File: config.mk
export PLATFORM = sky130hd
export DESIGN_NAME = ixc_readback_26
export DESIGN_NICKNAME = d
export VERILOG_FILES = /design/src/rtl/ixc_readback_26.sv
export SDC_FILE = /design/constraint.sdc
export NUM_CORES = 1
export LEC_CHECK = 0
export ABC_AREA = 1
export BUFFER_PORTS_ARGS = -buffer_cell sky130_fd_sc_hd__buf_2
export CAP_MARGIN = 25
export CORE_AREA = 2 2 71 73
export DETAILED_ROUTE_END_ITERATION = 8
export DIE_AREA = 0 0 73 75
export PLACE_DENSITY = 0.84
export REMOVE_ABC_BUFFERS = 1
export SLEW_MARGIN = 30
export SYNTH_ARGS = -nofsm -noshare
export SYNTH_HDL_FRONTEND = slang
export SYNTH_SLANG_ARGS = --single-unit
File: constraint.sdc
create_clock -name clk -period 4.6 [get_ports clk]
set_input_delay 1.38 -clock clk [delete_from_list [all_inputs] [get_ports clk]]
set_output_delay 1.38 -clock clk [all_outputs]
set_load 0.01 [all_outputs]
File: src/rtl/ixc_readback_26.sv
// ----------------------------------------------------------------------------
// ixc_readback_26
//
// Read side of an emulation assign connection. On a capture request the
// observed net R is snapshotted into a shadow register. The snapshot is then
// streamed to the host debug channel as NW words of CHUNK bits over a
// valid/ready handshake, least-significant chunk first. R is only ever
// sampled, never driven.
//
// Parameters
//   WIDTH      width of the observed bus (default 26)
//   CHUNK      width of each output word (default 8)
//   NW         derived word count, ceil(WIDTH/CHUNK); not overridable
//
// Ports
//   clk        single clock, rising edge
//   rst_n      asynchronous active-low reset
//   R          observed net, sampled at the capture edge only
//   cap_req    capture request, sampled every cycle
//   ovr_clr    clears the sticky overrun flag
//   out_data   current word; the last word is zero-padded in its MSBs
//   out_valid  out_data is valid (high for the whole of SEND)
//   out_ready  host accepts the current word
//   out_last   current word is word NW-1
//   cap_busy   a capture is in flight
//   cap_count  completed captures, wraps modulo 2^16
//   overrun    sticky, set when a capture request is dropped
// ----------------------------------------------------------------------------
module ixc_readback_26 #(
  parameter int WIDTH = 26,
  parameter int CHUNK = 8
) (
  input  logic             clk,
  input  logic             rst_n,
  input  logic [WIDTH-1:0] R,
  input  logic             cap_req,
  input  logic             ovr_clr,
  output logic [CHUNK-1:0] out_data,
  output logic             out_valid,
  input  logic             out_ready,
  output logic             out_last,
  output logic             cap_busy,
  output logic [15:0]      cap_count,
  output logic             overrun
);

  localparam int NW   = (WIDTH + CHUNK - 1) / CHUNK;
  // A one-word stream still needs a legal index register.
  localparam int IDXW = (NW > 1) ? $clog2(NW) : 1;
  localparam logic [IDXW-1:0] LAST_IDX = IDXW'(NW - 1);

  typedef enum logic {
    IDLE = 1'b0,
    SEND = 1'b1
  } state_e;

  state_e             state_q, state_d;
  logic [IDXW-1:0]    idx_q, idx_d;
  logic [WIDTH-1:0]   shadow_q, shadow_d;
  logic [15:0]        cnt_q, cnt_d;
  logic               ovr_q, ovr_d;

  logic               xfer;
  logic               xfer_last;
  logic               drop;
  logic [NW*CHUNK-1:0] padded;

  // --------------------------------------------------------------------------
  // Output decode: registered state only, no input reaches an output.
  // --------------------------------------------------------------------------
  assign out_valid = (state_q == SEND);
  assign cap_busy  = (state_q == SEND);
  assign out_last  = out_valid && (idx_q == LAST_IDX);
  assign cap_count = cnt_q;
  assign overrun   = ovr_q;

  // Bits at or above WIDTH in the final word read as zero.
  always_comb begin
    padded            = '0;
    padded[WIDTH-1:0] = shadow_q;
  end

  always_comb begin
    out_data = '0;
    if (out_valid) begin
      for (int i = 0; i < NW; i++) begin
        if (idx_q == IDXW'(i)) out_data = padded[i*CHUNK +: CHUNK];
      end
    end
  end

  // --------------------------------------------------------------------------
  // Next-state logic
  // --------------------------------------------------------------------------
  assign xfer      = out_valid && out_ready;
  assign xfer_last = xfer && out_last;
  // A request on the final-handshake edge is a back-to-back capture, not a drop.
  assign drop      = (state_q == SEND) && cap_req && !xfer_last;

  always_comb begin
    // NOTE: every signal driven here gets a hold default first, so no path
    // leaves a value unassigned and no latch is inferred.
    state_d  = state_q;
    idx_d    = idx_q;
    shadow_d = shadow_q;
    cnt_d    = cnt_q;
    ovr_d    = ovr_q;

    case (state_q)
      IDLE: begin
        if (cap_req) begin
          state_d  = SEND;
          shadow_d = R;
          idx_d    = '0;
        end
      end
      SEND: begin
        if (xfer_last) begin
          cnt_d = cnt_q + 16'd1;
          idx_d = '0;
          if (cap_req) shadow_d = R;
          else         state_d  = IDLE;
        end else if (xfer) begin
          idx_d = idx_q + 1'b1;
        end
      end
      default: state_d = IDLE;
    endcase

    // Set wins over clear on the same edge.
    if (drop)         ovr_d = 1'b1;
    else if (ovr_clr) ovr_d = 1'b0;
  end

  // --------------------------------------------------------------------------
  // State registers
  // --------------------------------------------------------------------------
  // NOTE: the shadow register is reset along with the control state so that
  // a reset leaves no stale snapshot visible on out_data.
  always_ff @(posedge clk or negedge rst_n) begin
    if (!rst_n) begin
      state_q  <= IDLE;
      idx_q    <= '0;
      shadow_q <= '0;
      cnt_q    <= '0;
      ovr_q    <= 1'b0;
    end else begin
      // NOTE: non-blocking assignments so every register samples the
      // pre-edge values, independent of statement order.
      state_q  <= state_d;
      idx_q    <= idx_d;
      shadow_q <= shadow_d;
      cnt_q    <= cnt_d;
      ovr_q    <= ovr_d;
    end
  end

endmodule

==> results.py <==
metrics = {
    "status": {
        "status": "finished, final reports clean",
    },
    "worst_setup_path": {
        "critPathCaptureType": "primary output",
        "worstSetupPathType": "reg2out",
        "r2r_slack_ns": 2.77,
        "worst_ep_arrival_time_ns": 1.91,
        "crit_path_start_kind": "flip-flop",
        "crit_required_ns": 3.22,
        "worstPathMaxFanout": 9,
    },
    "power_and_ir_drop": {
        "pwr_density_cell_mw_per_mm2": 533,
        "p_leak_nw": 1.55,
        "vdd_ir_drop_max_v": 0.000318,
        "p_total_mw": 1.50,
    },
    "floorplan": {
        "pin_count": 59,
        "core_mm2": 0.00466,
        "row_count": 25,
        "dieWidth_um": 73,
        "start_util_pct": 53.3,
        "die_h_um": 75,
        "die_area_mm2": 0.00548,
    },
    "yosys": {
        "synth_warnings": 0,
        "ys_seq_elements": 46,
        "postSynthCellCount": 280,
        "ys_seq_area_share_pct": 46.3,
        "syn_area_mm2": 0.00248,
        "syn_area_per_cell_um2": 8.87,
        "synth.distinct_cells": 25,
    },
    "global_route": {
        "met1_usage_pct": 23.9,
        "overflow": 0,
        "grt_use_met3_pct": 3.35,
        "antenna_found_initial": 0,
        "use_met2_pct": 33.5,
        "gr-max-usage-layer": "met2",
        "grt_pass1_wl_mm": 8.09,
        "grt_pass1_vias": 1879,
        "grt_start_max_net_pins": 47,
        "grt_usage_pct": 18.9,
    },
    "final_layout": {
        "n_antenna_cell": 0,
        "final_common_cell": "nand2_1",
        "drive_gt1_share_pct": 28.1,
        "final_cell_mix": "nand2_1 (93), buf_2 (57), dfrtp_1 (46)",
        "synthToLayoutAreaGrowth_pct": 13.1,
        "nets": 369,
        "final_util_pct": 60.3,
        "fillerInstances": 399,
    },
    "clocking": {
        "hold_buffers": 0,
        "cts_buffer_depth": 2,
        "clkTransAtPathRegs_ns": 0.08,
        "ctsResizeCount": 0,
        "cts_tree": "done",
        "cts_buffers": 5,
        "cts.sink_count": 46,
        "clk_latency_ns": 0.29,
        "cts_root_buf": "clkbuf_8",
        "h-tree-depth": 2,
        "post_cts_buffers": 0,
    },
    "drt": {
        "final_antenna_net_count": 0,
        "routed_via_density": 5.07,
        "wl_per_cell_um": 12.3,
        "wirelength_mm": 4.77,
        "drc_errors": 0,
        "drt_iter0_drc": 60,
        "dr_total_vias": 1967,
        "dr.pass1.iters": 4,
    },
    "timing": {
        "finalSetupViolCount": 0,
        "period_minus_slack_ns": 3.29,
        "finClkSkew_ns": 0.00184,
        "tightestPinTransition_ns": 0.690,
        "timing.fmax_ghz": 0.303,
        "hold_slack_ns": 0.471,
        "slew_violations": 0,
        "rsz0062_at_grt": "false",
        "hold_viol": 0,
        "fin_tns_setup_ns": 0,
        "slew_headroom_pct": 54.0,
        "min_period_over_period_pct": 71.6,
    },
    "placement": {
        "place_congestion": 0.802,
        "port_buffers": 58,
        "hpwl_mm": 3.48,
    },
    "job": {
        "maxCapViolations": 0,
    },
    "hold_path": {
        "min_path_type": "reg2reg",
    },
}
==> synthesized netlist by cell type, drive strengths merged <==
cell     n  area share (%)
a21oi   16             3.2
buf      9             4.5
clkbuf   3             1.3
dfrtp   46              46
ha       5             2.5
inv     24             3.6
nand2   97              16
nand3   39              12
nand3b   1            0.30
nand4    4             1.0
nor2    10             3.0
nor3     3            0.60
o21ai   13             2.6
o22ai    1            0.25
xnor2    6             2.1
xor2     3             1.1
==> cell families (layout without fill, tap and decap cells) <==
| family | after synthesis | in the layout | synth area share (%) |
|---|---|---|---|
| buffers and inverters | 36 | 90 | 9.37 |
| xor gates and xnor gates | 9 | 9 | 3.17 |
| and+or+nand+nor | 154 | 154 | 32.5 |
| adders and majority gates | 5 | 5 | 2.52 |
| DFF | 46 | 46 | 46.3 |
| AOI/OAI and AO/OA | 30 | 30 | 6.10 |
==> registers in the layout (all words and copies together) (netlist names) <==
| register | cells |
|---|---|
| shadow_q | 26 |
| cap_count | 16 |
| idx_q | 2 |
| cap_busy | 1 |
| overrun | 1 |
==> power by group <==
group,total [mW],switching (mW),internal [mW]
Sequential,0.625,0.0883,0.537
Clock,0.290,0.130,0.160
Combinational,0.582,0.363,0.219
Total,1.50,0.582,0.916
==> worst max-delay path, cell delays in order, from the launching register on <==
cell and delay (ns):
dfrtp_1 0.38, inv_1 0.08, ha_1 0.30, inv_1 0.10, nand2_1 0.05, inv_1 0.21
nand2_1 0.08, nand2_1 0.06, o21ai_0 0.08, a21oi_1 0.14, buf_2 0.15
==> routing by layer <==
metal / share of wire (%) / vias up / wire length [µm]
met5: 0 / - / 0
met4: 0.54 / 0 / 26
met3: 4.6 / 2 / 219
met2: 49 / 58 / 2350
met1: 46 / 906 / 2180
li1: - / 1001 / -
==> path summary, 6_finish.rpt <==
| path | cells past startpoint | startpoint | endpoint |
|---|---|---|---|
| setup / recovery | 10 | idx_q[1] | out_data[0] |
| hold reg to reg | 2 | shadow_q[19] | shadow_q[19] |
| max in group asynchronous | 1 | rst_n | shadow_q[21] |
| min in group asynchronous | 1 | rst_n | cap_count[7] |
| hold / removal | 2 | shadow_q[19] | shadow_q[19] |
| setup reg to reg | 5 | cap_busy | shadow_q[13] |
==> final cells by class <==
class	instances	area, µm²	area share (%)
Tap cell	54	67.6	2.40
Clock buffer	5	68.8	2.45
Multi-Input combinational cell	198	1100	39.1
Inverter	24	90.1	3.21
Timing Repair Buffer	58	293	10.4
Clock inverter	3	40.0	1.42
Sequential cell	46	1150	41.0
==> stage by stage <==
step           setup slack (ns)  instances  instance area [µm²]
6_report                   1.31        388                 2810
5_1_grt                    1.08        388                 2810
4_1_cts                    1.30        388                 2810
3_5_place_dp               1.63        380                 2700
3_3_place_gp               1.71        380                 2700
2_1_floorplan              1.92        268                 2340
(Power assumes the default switching activity.)
